===== src/rtl/output_fetch_stream_if.sv =====
// Memory read port plus the pixel output stream of output_fetch_stream.
// master = the fetch engine, slave = memory/downstream side.
interface output_fetch_stream_if #(
   parameter int unsigned BUS_W  = 128,
   parameter int unsigned ADDR_W = 16,
   parameter int unsigned DOUT_W = 16
) ();
   logic [BUS_W-1:0]  ReadBus;
   logic [ADDR_W-1:0] ReadAddress;
   logic              out_ready;
   logic [DOUT_W-1:0] DataOut;
   logic              StartOut;

   modport master (
      input  ReadBus,
      input  out_ready,
      output ReadAddress,
      output DataOut,
      output StartOut
   );

   modport slave (
      output ReadBus,
      output out_ready,
      input  ReadAddress,
      input  DataOut,
      input  StartOut
   );
endinterface


===== src/rtl/output_fetch_stream.sv =====
// Fetches a frame of bus words from a banked memory and serialises each word into pixels,
// lane 0 first, tagging every output with the bank bit.
module output_fetch_stream #(
   parameter int unsigned BUS_W      = 128,
   parameter int unsigned PIX_W      = 8,
   parameter int unsigned ADDR_W     = 16,
   parameter int unsigned DOUT_W     = 16,
   parameter int unsigned NUM_WORDS  = 19200,
   parameter int unsigned READ_LAT   = 1,
   parameter int unsigned DONE_DELAY = 12
) (
   input  logic                   clock,
   input  logic                   reset_n,
   input  logic                   start,
   input  logic                   abort,
   input  logic                   output_base_offset,
   output_fetch_stream_if.master  bus,
   output logic                   done
);

   localparam int unsigned LANES  = BUS_W / PIX_W;
   localparam int unsigned LANE_W = (LANES > 1) ? $clog2(LANES) : 1;
   localparam int unsigned FCNT_W = $clog2(READ_LAT + 1);
   localparam int unsigned DCNT_W = $clog2(DONE_DELAY + 1);

   typedef enum logic [2:0] {StIdle, StFetch, StSerial, StDrain, StDone} state_e;

   state_e              state_q, state_d;
   logic                bank_q, bank_d;
   logic [ADDR_W-1:0]   addr_q, addr_d;
   logic [ADDR_W-1:0]   word_cnt_q, word_cnt_d;
   logic [LANE_W-1:0]   lane_q, lane_d;
   logic [BUS_W-1:0]    data_q, data_d;
   logic [FCNT_W-1:0]   fcnt_q, fcnt_d;
   logic [DCNT_W-1:0]   dcnt_q, dcnt_d;
   logic                done_q, done_d;
   logic [PIX_W-1:0]    pixel;
   logic [DOUT_W-1:0]   dout;

   always_ff @(posedge clock or negedge reset_n) begin
      if (!reset_n) begin
         state_q    <= StIdle;
         bank_q     <= 1'b0;
         addr_q     <= '0;
         word_cnt_q <= '0;
         lane_q     <= '0;
         data_q     <= '0;
         fcnt_q     <= '0;
         dcnt_q     <= '0;
         done_q     <= 1'b0;
      end else begin
         state_q    <= state_d;
         bank_q     <= bank_d;
         addr_q     <= addr_d;
         word_cnt_q <= word_cnt_d;
         lane_q     <= lane_d;
         data_q     <= data_d;
         fcnt_q     <= fcnt_d;
         dcnt_q     <= dcnt_d;
         done_q     <= done_d;
      end
   end

   always_comb begin
      state_d    = state_q;
      bank_d     = bank_q;
      addr_d     = addr_q;
      word_cnt_d = word_cnt_q;
      lane_d     = lane_q;
      data_d     = data_q;
      fcnt_d     = fcnt_q;
      dcnt_d     = dcnt_q;
      done_d     = done_q;

      if (abort) begin
         state_d    = StIdle;
         addr_d     = {output_base_offset, {(ADDR_W-1){1'b0}}};
         word_cnt_d = '0;
         lane_d     = '0;
         data_d     = '0;
         fcnt_d     = '0;
         dcnt_d     = '0;
         done_d     = 1'b0;
      end else begin
         unique case (state_q)
            StIdle, StDone: begin
               if (state_q == StIdle) begin
                  addr_d = {output_base_offset, {(ADDR_W-1){1'b0}}};
               end
               if (start) begin
                  state_d    = StFetch;
                  bank_d     = output_base_offset;
                  addr_d     = {output_base_offset, {(ADDR_W-1){1'b0}}};
                  word_cnt_d = '0;
                  fcnt_d     = '0;
                  done_d     = 1'b0;
               end
            end
            StFetch: begin
               // Final fetch cycle: memory data for addr_q is valid on ReadBus now.
               if (fcnt_q == FCNT_W'(READ_LAT)) begin
                  state_d = StSerial;
                  data_d  = bus.ReadBus;
                  lane_d  = '0;
                  fcnt_d  = '0;
               end else begin
                  fcnt_d = fcnt_q + FCNT_W'(1);
               end
            end
            StSerial: begin
               if (bus.out_ready) begin
                  if (lane_q == LANE_W'(LANES - 1)) begin
                     lane_d = '0;
                     if (word_cnt_q == ADDR_W'(NUM_WORDS - 1)) begin
                        state_d = StDrain;
                        dcnt_d  = '0;
                     end else begin
                        state_d    = StFetch;
                        word_cnt_d = word_cnt_q + ADDR_W'(1);
                        addr_d     = {bank_q, addr_q[ADDR_W-2:0] + (ADDR_W-1)'(1)};
                        fcnt_d     = '0;
                     end
                  end else begin
                     lane_d = lane_q + LANE_W'(1);
                  end
               end
            end
            StDrain: begin
               if (dcnt_q == DCNT_W'(DONE_DELAY - 1)) begin
                  state_d = StDone;
                  done_d  = 1'b1;
               end else begin
                  dcnt_d = dcnt_q + DCNT_W'(1);
               end
            end
            default: state_d = StIdle;
         endcase
      end
   end

   always_comb begin
      pixel = '0;
      for (int i = 0; i < int'(LANES); i++) begin
         if (lane_q == LANE_W'(i)) pixel = data_q[i*PIX_W +: PIX_W];
      end
      dout = '0;
      if (state_q == StSerial) begin
         dout[PIX_W-1:0]  = pixel;
         dout[DOUT_W-1]   = bank_q;
      end
   end

   assign bus.ReadAddress = addr_q;
   assign bus.DataOut     = dout;
   assign bus.StartOut    = (state_q == StSerial);
   assign done            = done_q;

endmodule


===== src/flat_wrapper.sv =====
// flat-port wrapper written by rule: the top's interface ports become plain ports
module output_fetch_stream_flat 
#(
   parameter int unsigned BUS_W      = 128,
   parameter int unsigned PIX_W      = 8,
   parameter int unsigned ADDR_W     = 16,
   parameter int unsigned DOUT_W     = 16,
   parameter int unsigned NUM_WORDS  = 19200,
   parameter int unsigned READ_LAT   = 1,
   parameter int unsigned DONE_DELAY = 12
)
  (clock, reset_n, start, abort, output_base_offset, done, bus_ReadBus, bus_out_ready, bus_ReadAddress, bus_DataOut, bus_StartOut);
  output_fetch_stream_if #(.BUS_W(BUS_W), .ADDR_W(ADDR_W), .DOUT_W(DOUT_W)) bus_i ();
  input  logic clock;
  input  logic reset_n;
  input  logic start;
  input  logic abort;
  input  logic output_base_offset;
  output logic done;
  input wire logic [$bits(bus_i.ReadBus)-1:0] bus_ReadBus;
  input wire logic [$bits(bus_i.out_ready)-1:0] bus_out_ready;
  output wire logic [$bits(bus_i.ReadAddress)-1:0] bus_ReadAddress;
  output wire logic [$bits(bus_i.DataOut)-1:0] bus_DataOut;
  output wire logic [$bits(bus_i.StartOut)-1:0] bus_StartOut;
  assign bus_i.ReadBus = bus_ReadBus;
  assign bus_i.out_ready = bus_out_ready;
  assign bus_ReadAddress = bus_i.ReadAddress;
  assign bus_DataOut = bus_i.DataOut;
  assign bus_StartOut = bus_i.StartOut;
  output_fetch_stream #(.BUS_W(BUS_W), .PIX_W(PIX_W), .ADDR_W(ADDR_W), .DOUT_W(DOUT_W), .NUM_WORDS(NUM_WORDS), .READ_LAT(READ_LAT), .DONE_DELAY(DONE_DELAY)) u_core (.clock(clock), .reset_n(reset_n), .start(start), .abort(abort), .output_base_offset(output_base_offset), .bus(bus_i), .done(done));
endmodule

===== config.mk =====
export PLATFORM = sky130hd
export DESIGN_NAME = output_fetch_stream_flat
export DESIGN_NICKNAME = d
export VERILOG_FILES = /design/src/rtl/output_fetch_stream_if.sv /design/src/rtl/output_fetch_stream.sv /design/src/flat_wrapper.sv
export SDC_FILE = /design/constraint.sdc
export NUM_CORES = 1
export LEC_CHECK = 0
export CAP_MARGIN = 20
export CORE_ASPECT_RATIO = 1.1
export CORE_MARGIN = 8
export CORE_UTILIZATION = 50
export CTS_CLUSTER_SIZE = 12
export DETAILED_ROUTE_END_ITERATION = 12
export GPL_ROUTABILITY_DRIVEN = 0
export PLACE_DENSITY = 0.78
export SYNTH_ARGS = -nofsm -noshare
export SYNTH_HDL_FRONTEND = slang
export SYNTH_SLANG_ARGS = --single-unit

===== constraint.sdc =====
create_clock -name clock -period 3.5 [get_ports clock]
set_input_delay 0.7 -clock clock [delete_from_list [all_inputs] [get_ports clock]]
set_output_delay 0.7 -clock clock [all_outputs]
set_load 0.03 [all_outputs]

**Word level (Yosys, flattened, before mapping)**

Cells that the tools add are included.

- Register bits after elaboration: 174
- Input bits: 134
- Output and inout port bits: 34
- Word-level logic and storage cells: 127

- Add/sub/neg operators: 5
- Eq/ne operators: 30
- Mux-type cells: 63
- Bitwise operators: 1
- Reductions and logical operators: 19

Operators with widths:

| kind | count |
|---|---|
| $mux W128 | 3 |
| $mux W16 | 11 |
| $mux W8 | 17 |
| $pmux W16 S2 | 2 |
| $eq A4 B4 Y1 const B | 9 |
| $mux W4 | 9 |
| $reduce_and A5 Y1 | 5 |
| $mux W3 | 6 |
| $add A16 B1 Y16 const B | 1 |
| $eq A16 B15 Y1 const B | 1 |
| $eq A4 B3 Y1 const B | 4 |
| $pmux W4 S2 | 2 |
| $add A15 B1 Y15 const B | 1 |
| $ne A3 B2 Y1 const B | 4 |
| $ne A3 B3 Y1 const B | 4 |
| $pmux W3 S4 | 1 |
| $reduce_bool A3 Y1 | 4 |
| $mux W1 | 9 |
| $reduce_and A3 Y1 | 3 |
| $add A4 B1 Y4 const B | 2 |
| $eq A4 B2 Y1 const B | 2 |
| $eq A3 B2 Y1 const B | 2 |
| $eq A4 B1 Y1 const B | 1 |
| $logic_not A4 Y1 | 1 |
| 13 further kinds | 14 |

**Logic depth before layout (Yosys ltp)**

Gate-level depths: netlist of run 1.

- Depth in word-level cells: 18
- Gate-level depth with buffers: 9

**Least setup slack after synthesis of run 1**

No wires, ideal clock.

- Path type: reg2out
- From: register u_core.lane_q[1]
- To: output bus_DataOut[6]
- Arrival: 2.295 ns
- Slack: 0.505 ns
- Stages on the path, launching flop included: 10
- Buffers on the path: 2
- Cells stage by stage: dfrtp_1 inv_1 ha_1 clkbuf_1 clkbuf_1 a21oi_1 a221o_1 a211oi_1 o21ai_0 a21oi_1

- Longest elaborated chain between the ends: 18
- Elaborated cells between the ends (all ways): 33
- Those cells by class: eq/ne (15); mux (17); reduce/logical (1)

Ends and longest elaborated chain:

| element | RTL line | text |
|---|---|---|
| start, declared | output_fetch_stream.sv:32 | `logic [LANE_W-1:0] lane_q, lane_d;` |
| start signal, assigned | output_fetch_stream.sv:56 | `lane_q <= lane_d;` |
| $logic_not A4 Y1 | output_fetch_stream.sv:144 | `if (lane_q == LANE_W'(i)) pixel = data_q[i*PIX_W +: PIX_W];` |
| $mux W8 (15 in series) | output_fetch_stream.sv:144 |  |
| $mux W8 * | output_fetch_stream.sv:144 |  |
| $mux W8 * | output_fetch_stream.sv:147 | `if (state_q == StSerial) begin` |
| end, declared | flat_wrapper.sv:23 | `output wire logic [$bits(bus_i.DataOut)-1:0] bus_DataOut;` |

Mark *: on every way between the ends. The rest lies on a longest branch, timed or not.

**Worst setup path in the final report of run 1**

- From: register u_core.lane_q[1]
- To: output bus_DataOut[7]

The elaborated chain is that of the path after synthesis.

==> impl_metrics.py, run 1 <==
metrics = {
    "outcome": {
        "status": "completed",
    },
    "timing": {
        "period_needed_ns": 3.40,
        "fin_skew_ns": 0.0132,
        "slew_headroom": 0.592,
        "tightest_slew_ns": 0.611,
        "report.final.hold_viol_count": 0,
        "tns_ns": 0,
        "fmax_mhz": 294,
        "setup_viol": 0,
        "rsz0062_at_grt": "yes",
        "slew_violations": 0,
        "finalCritPeriodShare": 0.971,
    },
    "layout": {
        "synthToLayoutAreaGrowth_pct": 28.4,
        "fillers": 1305,
        "multi_input_area_sq_mm": 0.00385,
        "final_util": 0.650,
        "drive_gt1_frac": 0.105,
        "final_area_sq_mm": 0.0109,
        "diodes": 0,
        "seqCellArea_sq_mm": 0.00436,
        "layout.nets": 1090,
    },
    "cts": {
        "numCtsBuffers": 17,
        "clk_path_buf_depth": 2,
        "clkSinkCount": 174,
        "clkLatencyLatePin_ns": 0.44,
        "clk_pin_slew_ns": 0.07,
        "root_buffer": "clkbuf_16",
        "cts_tree": "yes",
        "htreeDepth": 4,
    },
    "die": {
        "die_w_um": 140,
        "ios": 168,
        "coreArea_sq_mm": 0.0168,
        "fp.dieH_um": 153,
        "die_area_sq_mm": 0.0215,
        "start_util": 0.506,
        "rows": 50,
    },
    "min_path": {
        "worstHoldPathType": "input port to asynchronous set/reset pin",
    },
    "power_and_ir_drop": {
        "powerDensity_mw_per_mm2": 398,
        "peakVddDrop_mv": 0.350,
        "p_leak_nw": 4.81,
    },
    "logic_synthesis": {
        "ys_top_cells_by_count": "174 x dfrtp_1, 131 x a22o_1, 62 x clkbuf_1, 54 x o21ai_0, 47 x a21oi_1",
        "synth_edf_count": 0,
        "post_synth_num_cell_types": 68,
        "synth-main-ff-cell": "dfrtp_1",
        "async_reset_ff_frac": 1.00,
        "avgSynthCellArea_sq_um": 10.4,
        "ys_warn_count": 0,
        "ys_seq_area_frac": 0.512,
        "ys_ff_latch": 174,
        "synth_top_area_share": 0.512,
        "synth_cells": 815,
        "netlist_area_sq_mm": 0.00851,
        "synth_top_cell_by_area": "dfrtp_1",
        "synthMostInstantiatedCell": "dfrtp_1",
        "ys_top_cells_by_area": "dfrtp_1 51%, a22o_1 13%, o21ai_0 3.2%",
    },
    "drt": {
        "firstDrtPassIters": 6,
        "via_per_inst": 6.33,
        "drt_iter0_markers": 819,
        "finalWirelength_um": 24600,
        "drtAntennaViolNets": 0,
        "wire_per_inst_um": 21.0,
        "vias": 7403,
        "drc": 0,
    },
    "place": {
        "io_buffers": 160,
        "dp_hpwl_um": 17700,
        "placed_area_sq_mm": 0.0103,
    },
    "setup_path": {
        "required_ns": 2.80,
        "cp-end-kind": "primary output",
        "max_stage_delay_ns": 0.44,
        "cpMostUsedCell": "a21oi_1",
        "critPathLaunchType": "register",
        "arrival_ns": 2.70,
        "cp_slowest_cell": "dfrtp_1",
        "critPathKind": "register to primary output",
        "cp_cell_sequence": "inv_1 > ha_2 > and3b_1 > a22oi_1 > a21oi_1 > o22ai_2 > a21oi_1 > buf_4",
        "cp_max_fo": 10,
    },
    "global_route": {
        "grt_pass1_wl_um": 39500,
        "track_usage": 0.229,
        "grt_max_degree": 129,
        "grt_pass1_vias": 7384,
        "antenna_found_initial": 0,
        "grt_overflow": 0,
    },
    "flow_run": {
        "max_cap_viol_count": 0,
    },
}
[worst paths after layout]
path | cells after the start | to | from | slack, ns
max | 8 | bus_DataOut[7] | u_core.lane_q[1]$_DFFE_PN0P_ | 0.10
min | 1 | u_core.word_cnt_q[13]$_DFFE_PN0P_ | reset_n | 0.24
max reg2reg | 5 | u_core.word_cnt_q[9]$_DFFE_PN0P_ | u_core.lane_q[3]$_DFFE_PN0P_ | 0.96
min reg2reg | 1 | u_core.word_cnt_q[2]$_DFFE_PN0P_ | u_core.word_cnt_q[2]$_DFFE_PN0P_ | 0.50
max in group asynchronous | 2 | u_core.state_q[0]$_DFFE_PN0P_ | reset_n | 2.40
min in group clock | 1 | u_core.word_cnt_q[2]$_DFFE_PN0P_ | u_core.word_cnt_q[2]$_DFFE_PN0P_ | 0.50
[metal layers]
layer	vias to the layer above	global-route usage	routed length [um]
met1	3602	0.303	10600
li1	3405	-	-
met2	333	0.352	11600
met5	-	0	0
met4	0	0.115	991
met3	63	0.0449	1470
[critical path, delay by kind of cell, from the launching register on]
family | cells | cell delay (ns)
buffers and inverters | 2 | 0.37
and+or+nand+nor | 1 | 0.36
adders and majority gates | 1 | 0.32
AOI/OAI and AO/OA | 4 | 0.77
DFF | 1 | 0.44
[stage by stage]
| step | instances | hold slack, ns | total power, mW | setup slack (ns) |
|---|---|---|---|---|
| after global placement | 1137 | 0.481 | 2.51 | 0.409 |
| after detailed placement | 1137 | 0.484 | 2.51 | 0.410 |
| after floorplan | 821 | 0.404 | 2.26 | 0.505 |
| final | 1170 | 0.242 | 4.35 | 0.100 |
| after global routing | 1170 | 0.286 | 4.50 | -0.00958 |
| after CTS | 1169 | 0.272 | 4.37 | 0.0390 |
[cells by family after synthesis]
kind of cell	Yosys count	synth area share
XOR/XNOR	1	0.00103
multiplexers	6	0.00779
AND/OR/NAND/NOR	190	0.124
flip-flops	174	0.512
adder cells (fa/ha/maj)	7	0.0103
AO/OA/AOI/OAI	339	0.297
other	1	0.000441
buffers and inverters	97	0.0476
[layout by cell type, fill, tap and decap left out, types with 4 or more instances in the layout]
cell             count
conb_1               7
o221ai_1             7
inv_6                4
or4_1                7
o221a_2              6
a21o_1               4
nor3_1               9
nand3b_1             6
clkbuf_16           17
or3_1                8
a22oi_1              6
dfrtp_1            173
o21ai_1              7
o31ai_1             12
clkdlybuf4s50_1    151
and3_1               9
nand2_1             25
a211o_1              7
nand4_1             11
o22ai_1             15
a21oi_1             46
a22o_1             131
inv_8                4
o21ai_0             48
nor3b_1              7
and2_1               4
inv_1               21
nand2b_1             6
buf_4               29
nor2b_1             16
nand3_1             24
mux2_2               5
a221oi_1            15
nor2_1              35
[sequential cells by signal (all words and copies together), names as in the netlist]
register                count
u_core.bank_q               1
u_core.bus.ReadAddress     16
u_core.data_q             128
u_core.dcnt_q               4
u_core.done                 1
u_core.fcnt_q               1
u_core.lane_q               4
u_core.state_q              3
u_core.word_cnt_q          16
[layout make-up]
class / instances / area share
clock buffer: 17 / 0.0389
clock inverter: 15 / 0.0140
inverter: 22 / 0.00755
multi-input combinational: 550 / 0.353
sequential: 174 / 0.398
tap: 208 / 0.0238
timing repair buffer: 184 / 0.165
[report_power, final]
part	switching, mW	internal (mW)
Combinational	0.190	0.202
Clock	0.865	1.01
Sequential	0.0347	2.05
[repair_timing]
action / 4_1_cts / 5_1_grt
setup buffers: 0 / 1
hold endpoints to repair: 0 / 0
hold buffers: 0 / 0
gates resized for setup: 6 / 16
endpoints found under the setup margin: 6 / 8
cloned: 0 / 0
Note: power is estimated with default switching activity, not from simulation.
==> run 2: changes to the inputs <==
--- a/config.mk
+++ b/config.mk
@@ -12,6 +12,7 @@
 export CTS_CLUSTER_SIZE = 12
 export DETAILED_ROUTE_END_ITERATION = 12
 export GPL_ROUTABILITY_DRIVEN = 0
+export GPL_TIMING_DRIVEN = 0
 export PLACE_DENSITY = 0.78
 export SYNTH_ARGS = -nofsm -noshare
 export SYNTH_HDL_FRONTEND = slang
==> run 2 against run 1 <==
  * Sequential power barely moved
  * Hold slack got worse by 0.029 ns
  * Final cell count rose by 3.8%
  * Highest routed layer unchanged
==> impl_metrics.py, run 2 (synthesis results as in run 1) <==
metrics = {
    "outcome": {
        "status": "completed",
    },
    "layout": {
        "synthToLayoutAreaGrowth_pct": 31.8,
        "seqCellArea_sq_mm": 0.00436,
        "stdcell_count": 1215,
        "layout.nets": 1135,
        "mostFrequentLayoutCell": "dfrtp_1",
        "multi_input_area_sq_mm": 0.00398,
        "fillers": 1282,
        "largest-register": "u_core.data_q",
        "largest_reg_flops": 128,
        "mostFrequentLayoutCells": "173 x dfrtp_1, 151 x clkdlybuf4s50_1, 131 x a22o_1",
        "drive_gt1_frac": 0.126,
        "diodes": 0,
    },
    "place": {
        "dp_hpwl_um": 18900,
        "io_buffers": 160,
        "dp.cells": 1190,
    },
    "drt": {
        "firstDrtPassIters": 7,
        "vias": 7613,
        "drtAntennaViolNets": 0,
        "finalWirelength_um": 25700,
        "wire_per_inst_um": 21.2,
        "drc": 0,
        "drt_iter0_markers": 620,
        "via_per_inst": 6.27,
    },
    "min_path": {
        "worstHoldPathType": "input port to asynchronous set/reset pin",
    },
    "power_and_ir_drop": {
        "p_sw_frac": 0.236,
        "pwr-share-seq": 0.471,
        "peakVddDrop_mv": 0.424,
        "p_sw_mw": 1.04,
        "pwr-share-comb": 0.094,
        "powerDensity_mw_per_mm2": 394,
        "p_int_mw": 3.38,
        "power_frac_clock": 0.435,
        "p_leak_nw": 4.91,
    },
    "setup_path": {
        "critPathLaunchType": "register",
        "arrival_ns": 2.72,
        "critPathKind": "register to primary output",
        "worstReg2RegEnd": "u_core.bus.ReadAddress[15]$_DFFE_PN0P_",
        "max_stage_delay_ns": 0.44,
        "cp_slowest_cell": "dfrtp_2",
        "cp_max_fo": 10,
        "cp_cell_sequence": "ha_2 > clkbuf_4 > clkbuf_4 > a211o_1 > a22oi_2 > a21oi_1 > o22ai_2 > a21oi_1 > buf_2",
        "r2r_start": "u_core.state_q[0]$_DFFE_PN0P_",
        "worst_r2r_path_depth": 8,
        "required_ns": 2.80,
        "reg2reg_setup_slack_ns": 0.78,
        "cp-end-kind": "primary output",
    },
    "timing": {
        "fin_skew_ns": 0.00817,
        "slew_violations": 0,
        "whs_ns": 0.213,
        "report.final.hold_viol_count": 0,
        "tightest_slew_ns": 0.683,
        "period_needed_ns": 3.42,
        "slew_headroom": 0.543,
        "finalCritPeriodShare": 0.977,
        "fmax_mhz": 293,
        "setup_viol": 0,
    },
    "cts": {
        "clk_path_buf_depth": 2,
        "clkLatencyLatePin_ns": 0.43,
        "cts_hold_buf": 0,
        "cts_tree": "yes",
        "htreeDepth": 4,
        "root_buffer": "clkbuf_16",
        "numCtsBuffers": 17,
        "clkSinkCount": 174,
        "clk_pin_slew_ns": 0.07,
    },
    "die": {
        "die_w_um": 140,
        "fp.dieH_um": 153,
        "die_area_sq_mm": 0.0215,
        "start_util": 0.506,
        "coreArea_sq_mm": 0.0168,
        "ios": 168,
        "rows": 50,
    },
    "global_route": {
        "antenna_found_initial": 0,
        "grt_pass1_wl_um": 40900,
        "grt_pass1_vias": 7651,
        "track_usage": 0.240,
        "grt_max_degree": 106,
        "grt_overflow": 0,
    },
    "flow_run": {
        "max_cap_viol_count": 0,
    },
}
run 2: cell type report:
cell class,instances,area share
buffer,66,0.0292
multi-input combinational,550,0.354
inverter,22,0.00736
clock buffer,21,0.0419
sequential,174,0.388
tap,208,0.0232
clock inverter,11,0.0116
timing repair buffer,163,0.144
run 2: timing repair:
item | in CTS | in global routing
gates resized for setup | 79 | 49
endpoints found under the hold margin | 0 | 0
pin swaps | 5 | 6
setup buffers | 1 | 1
setup endpoints to repair | 8 | 9
run 2: critical path, delay by kind of cell (launching register included):
kind	cells	cell delay, ns
buf+inv	3	0.59
fa+ha+maj	1	0.22
flops	1	0.44
compound gates	5	1.03
run 2: per-layer routing:
| metal | part of all wire | global-route usage | vias up |
|---|---|---|---|
| li1 | - | - | 3501 |
| met1 | 0.41 | 0.300 | 3704 |
| met2 | 0.49 | 0.384 | 347 |
| met3 | 0.063 | 0.0477 | 61 |
| met4 | 0.044 | 0.136 | 0 |
| met5 | 0 | 0 | - |
run 2: worst max path at each step:
stage | startpoint | to | slack [ns] | depth (start not counted)
global placement | reset_n | u_core.data_q[80]$_DFFE_PN0P_ | -5.29 | 1
detailed placement | u_core.lane_q[0]$_DFFE_PN0P_ | bus_DataOut[7] | -0.59 | 10
floorplan | u_core.lane_q[1]$_DFFE_PN0P_ | bus_DataOut[6] | 0.51 | 9
CTS | u_core.lane_q[0]$_DFFE_PN0P_ | bus_DataOut[7] | -0.05 | 10
finish | u_core.lane_q[0]$_DFFE_PN0P_ | bus_DataOut[1] | 0.08 | 9
global route | u_core.lane_q[0]$_DFFE_PN0P_ | bus_DataOut[2] | -0.002 | 9
run 2: metrics by stage:
step,cell area (sq um),utilization,TNS [ns],setup WS (ns),power (mW)
2_1_floorplan,8530,-,0,0.505,2.26
5_1_grt,11200,0.667,-0.00213,-0.00213,4.57
4_1_cts,11100,0.660,-0.0938,-0.0523,4.43
3_3_place_gp,10400,0.618,-920.64,-5.29,2.52
3_5_place_dp,10400,0.620,-3.99,-0.592,2.52
6_report,11200,0.667,0,0.0818,4.42
run 2: power by group through the flow:
stage | Clock, mW | Sequential, mW | Combinational (mW)
final | 1.92 | 2.08 | 0.415
after global routing | 2.04 | 2.08 | 0.448
after CTS | 1.94 | 2.08 | 0.413
after detailed placement | 0 | 2.12 | 0.410
after global placement | 0 | 2.12 | 0.400
after floorplan | 0 | 2.11 | 0.154
==> run 3: changes to the inputs <==
--- a/config.mk
+++ b/config.mk
@@ -8,12 +8,12 @@
 export CAP_MARGIN = 20
 export CORE_ASPECT_RATIO = 1.1
 export CORE_MARGIN = 8
-export CORE_UTILIZATION = 50
+export CORE_UTILIZATION = 56
 export CTS_CLUSTER_SIZE = 12
 export DETAILED_ROUTE_END_ITERATION = 12
 export GPL_ROUTABILITY_DRIVEN = 0
 export GPL_TIMING_DRIVEN = 0
-export PLACE_DENSITY = 0.78
+export PLACE_DENSITY = 0.86
 export SYNTH_ARGS = -nofsm -noshare
 export SYNTH_HDL_FRONTEND = slang
 export SYNTH_SLANG_ARGS = --single-unit
==> run 3 against run 2 <==
  * Count of clock-buffer cells in the layout grew 1
  * Sequential power is essentially flat
  * Maximum frequency shrank 2.0%
  * First-iteration DRC count grew 50%
  * Worst setup slack lost 0.070 ns
  * Core utilization grew 7.9 points
  * Die area shrank 9.6%
  * Clock power shrank 5%
  * Sequential cell count is the same
  * Combinational power is essentially flat
  * Via count grew 3.4%
  * Hold slack gained 0.045 ns
==> impl_metrics.py, run 3 (synthesis results as in run 1) <==
metrics = {
    "outcome": {
        "status": "completed",
    },
    "timing": {
        "tightest_slew_ns": 0.697,
        "setup_viol": 0,
        "finalCritPeriodShare": 0.997,
        "fmax_mhz": 287,
        "tns_ns": 0,
        "slew_violations": 0,
        "slew_headroom": 0.535,
        "report.final.hold_viol_count": 0,
        "fin_skew_ns": 0.00754,
        "whs_ns": 0.258,
        "period_needed_ns": 3.49,
    },
    "setup_path": {
        "cp-end-kind": "primary output",
        "arrival_ns": 2.79,
        "critPathKind": "register to primary output",
        "critPathLaunchType": "register",
        "cp_max_fo": 10,
        "required_ns": 2.80,
    },
    "cts": {
        "cts_hold_buf": 0,
        "clkLatencyLatePin_ns": 0.43,
        "clkSinkCount": 174,
        "root_buffer": "clkbuf_16",
        "clk_pin_slew_ns": 0.06,
        "htreeDepth": 4,
        "cts_tree": "yes",
        "clk_path_buf_depth": 2,
        "numCtsBuffers": 17,
    },
    "drt": {
        "firstDrtPassIters": 6,
        "drtAntennaViolNets": 0,
        "finalWirelength_um": 26100,
        "wire_per_inst_um": 21.7,
        "vias": 7874,
        "drt_iter0_markers": 928,
        "via_per_inst": 6.54,
        "drc": 0,
    },
    "die": {
        "fp.dieH_um": 145,
        "start_util": 0.570,
        "rows": 47,
        "coreArea_sq_mm": 0.0149,
        "die_w_um": 134,
        "ios": 168,
        "die_area_sq_mm": 0.0194,
    },
    "layout": {
        "largest-register": "u_core.data_q",
        "diodes": 0,
        "layout.nets": 1137,
        "largest_reg_flops": 128,
        "mostFrequentLayoutCells": "173 x dfrtp_1, 151 x clkdlybuf4s50_1, 131 x a22o_1",
        "mostFrequentLayoutCell": "dfrtp_1",
        "drive_gt1_frac": 0.114,
        "synthToLayoutAreaGrowth_pct": 30.9,
    },
    "global_route": {
        "grt_util_met3": 0.0508,
        "grt_pass1_vias": 7681,
        "antenna_found_initial": 0,
        "grt_max_degree": 91,
        "track_usage": 0.264,
        "grtUsageMet2": 0.427,
        "grt_overflow": 0,
        "use_met1": 0.327,
        "grt_pass1_wl_um": 41200,
        "grt-busiest-layer": "met2",
    },
    "place": {
        "dp_hpwl_um": 19000,
        "io_buffers": 160,
    },
    "min_path": {
        "worstHoldPathType": "input port to asynchronous set/reset pin",
    },
    "power_and_ir_drop": {
        "powerDensity_mw_per_mm2": 389,
        "peakVddDrop_mv": 0.358,
        "p_leak_nw": 4.88,
    },
    "flow_run": {
        "max_cap_viol_count": 0,
    },
}
-- run 3: routing by layer --
metal / vias to the layer above / wire length (um)
li1: 3512 / -
met1: 3850 / 10200
met2: 437 / 12900
met3: 75 / 1900
met4: 0 / 1150
met5: - / 0
-- run 3: per-stage QoR --
step	instance area [sq um]	cells	utilization	power [mW]	worst slack, ns
after floorplan	8530	821	-	2.26	0.505
after global placement	10400	1177	0.695	2.51	-5.08
after detailed placement	10400	1178	0.697	2.52	-0.611
after CTS	11100	1207	0.742	4.33	0.00570
after global routing	11100	1204	0.746	4.46	-0.0159
final	11100	1204	0.746	4.33	0.0116
-- run 3: report_power, final --
group,switching (mW),internal (mW)
Sequential,0.0295,2.05
Clock,0.764,1.07
Combinational,0.205,0.210
Total,0.998,3.33
-- run 3: final cells by class --
class | instances | area, sq um
fill | 1050 | 3800
buffer | 68 | 335
clock buffer | 22 | 454
inverter | 22 | 86.3
timing repair buffer | 163 | 1630
sequential | 174 | 4360
multi-input combinational | 550 | 3930
tap | 196 | 245
clock inverter | 9 | 111
-- run 3: worst paths after layout --
| path | startpoint | to | slack, ns | cells after the start |
|---|---|---|---|---|
| max | u_core.state_q[0]$_DFFE_PN0P_ | bus_StartOut | 0.01 | 5 |
| min | reset_n | u_core.dcnt_q[3]$_DFFE_PN0P_ | 0.26 | 1 |
| max reg2reg | u_core.lane_q[0]$_DFFE_PN0P_ | u_core.bus.ReadAddress[9]$_DFFE_PN0P_ | 0.94 | 8 |
| min reg2reg | u_core.data_q[40]$_DFFE_PN0P_ | u_core.data_q[40]$_DFFE_PN0P_ | 0.50 | 1 |
| max in group asynchronous | reset_n | u_core.data_q[70]$_DFFE_PN0P_ | 2.38 | 2 |
| min in group clock | u_core.data_q[40]$_DFFE_PN0P_ | u_core.data_q[40]$_DFFE_PN0P_ | 0.50 | 1 |
-- run 3: worst max-delay path, cell delays in order (launching register included) --
cell	delay, ns
dfrtp_1	0.37
buf_6	0.14
or3b_4	0.42
inv_1	0.09
clkbuf_1	0.54
clkdlybuf4s50_1	0.81
-- run 3: what timing repair did --
| action | 4_1_cts | 5_1_grt |
|---|---|---|
| buffers inserted | 2 | 0 |
| pin swaps | 3 | 2 |
| gates cloned | 0 | 0 |
| resized for setup | 77 | 43 |
| endpoints found under the hold margin | 0 | 0 |
| endpoints found under the setup margin | 8 | 8 |
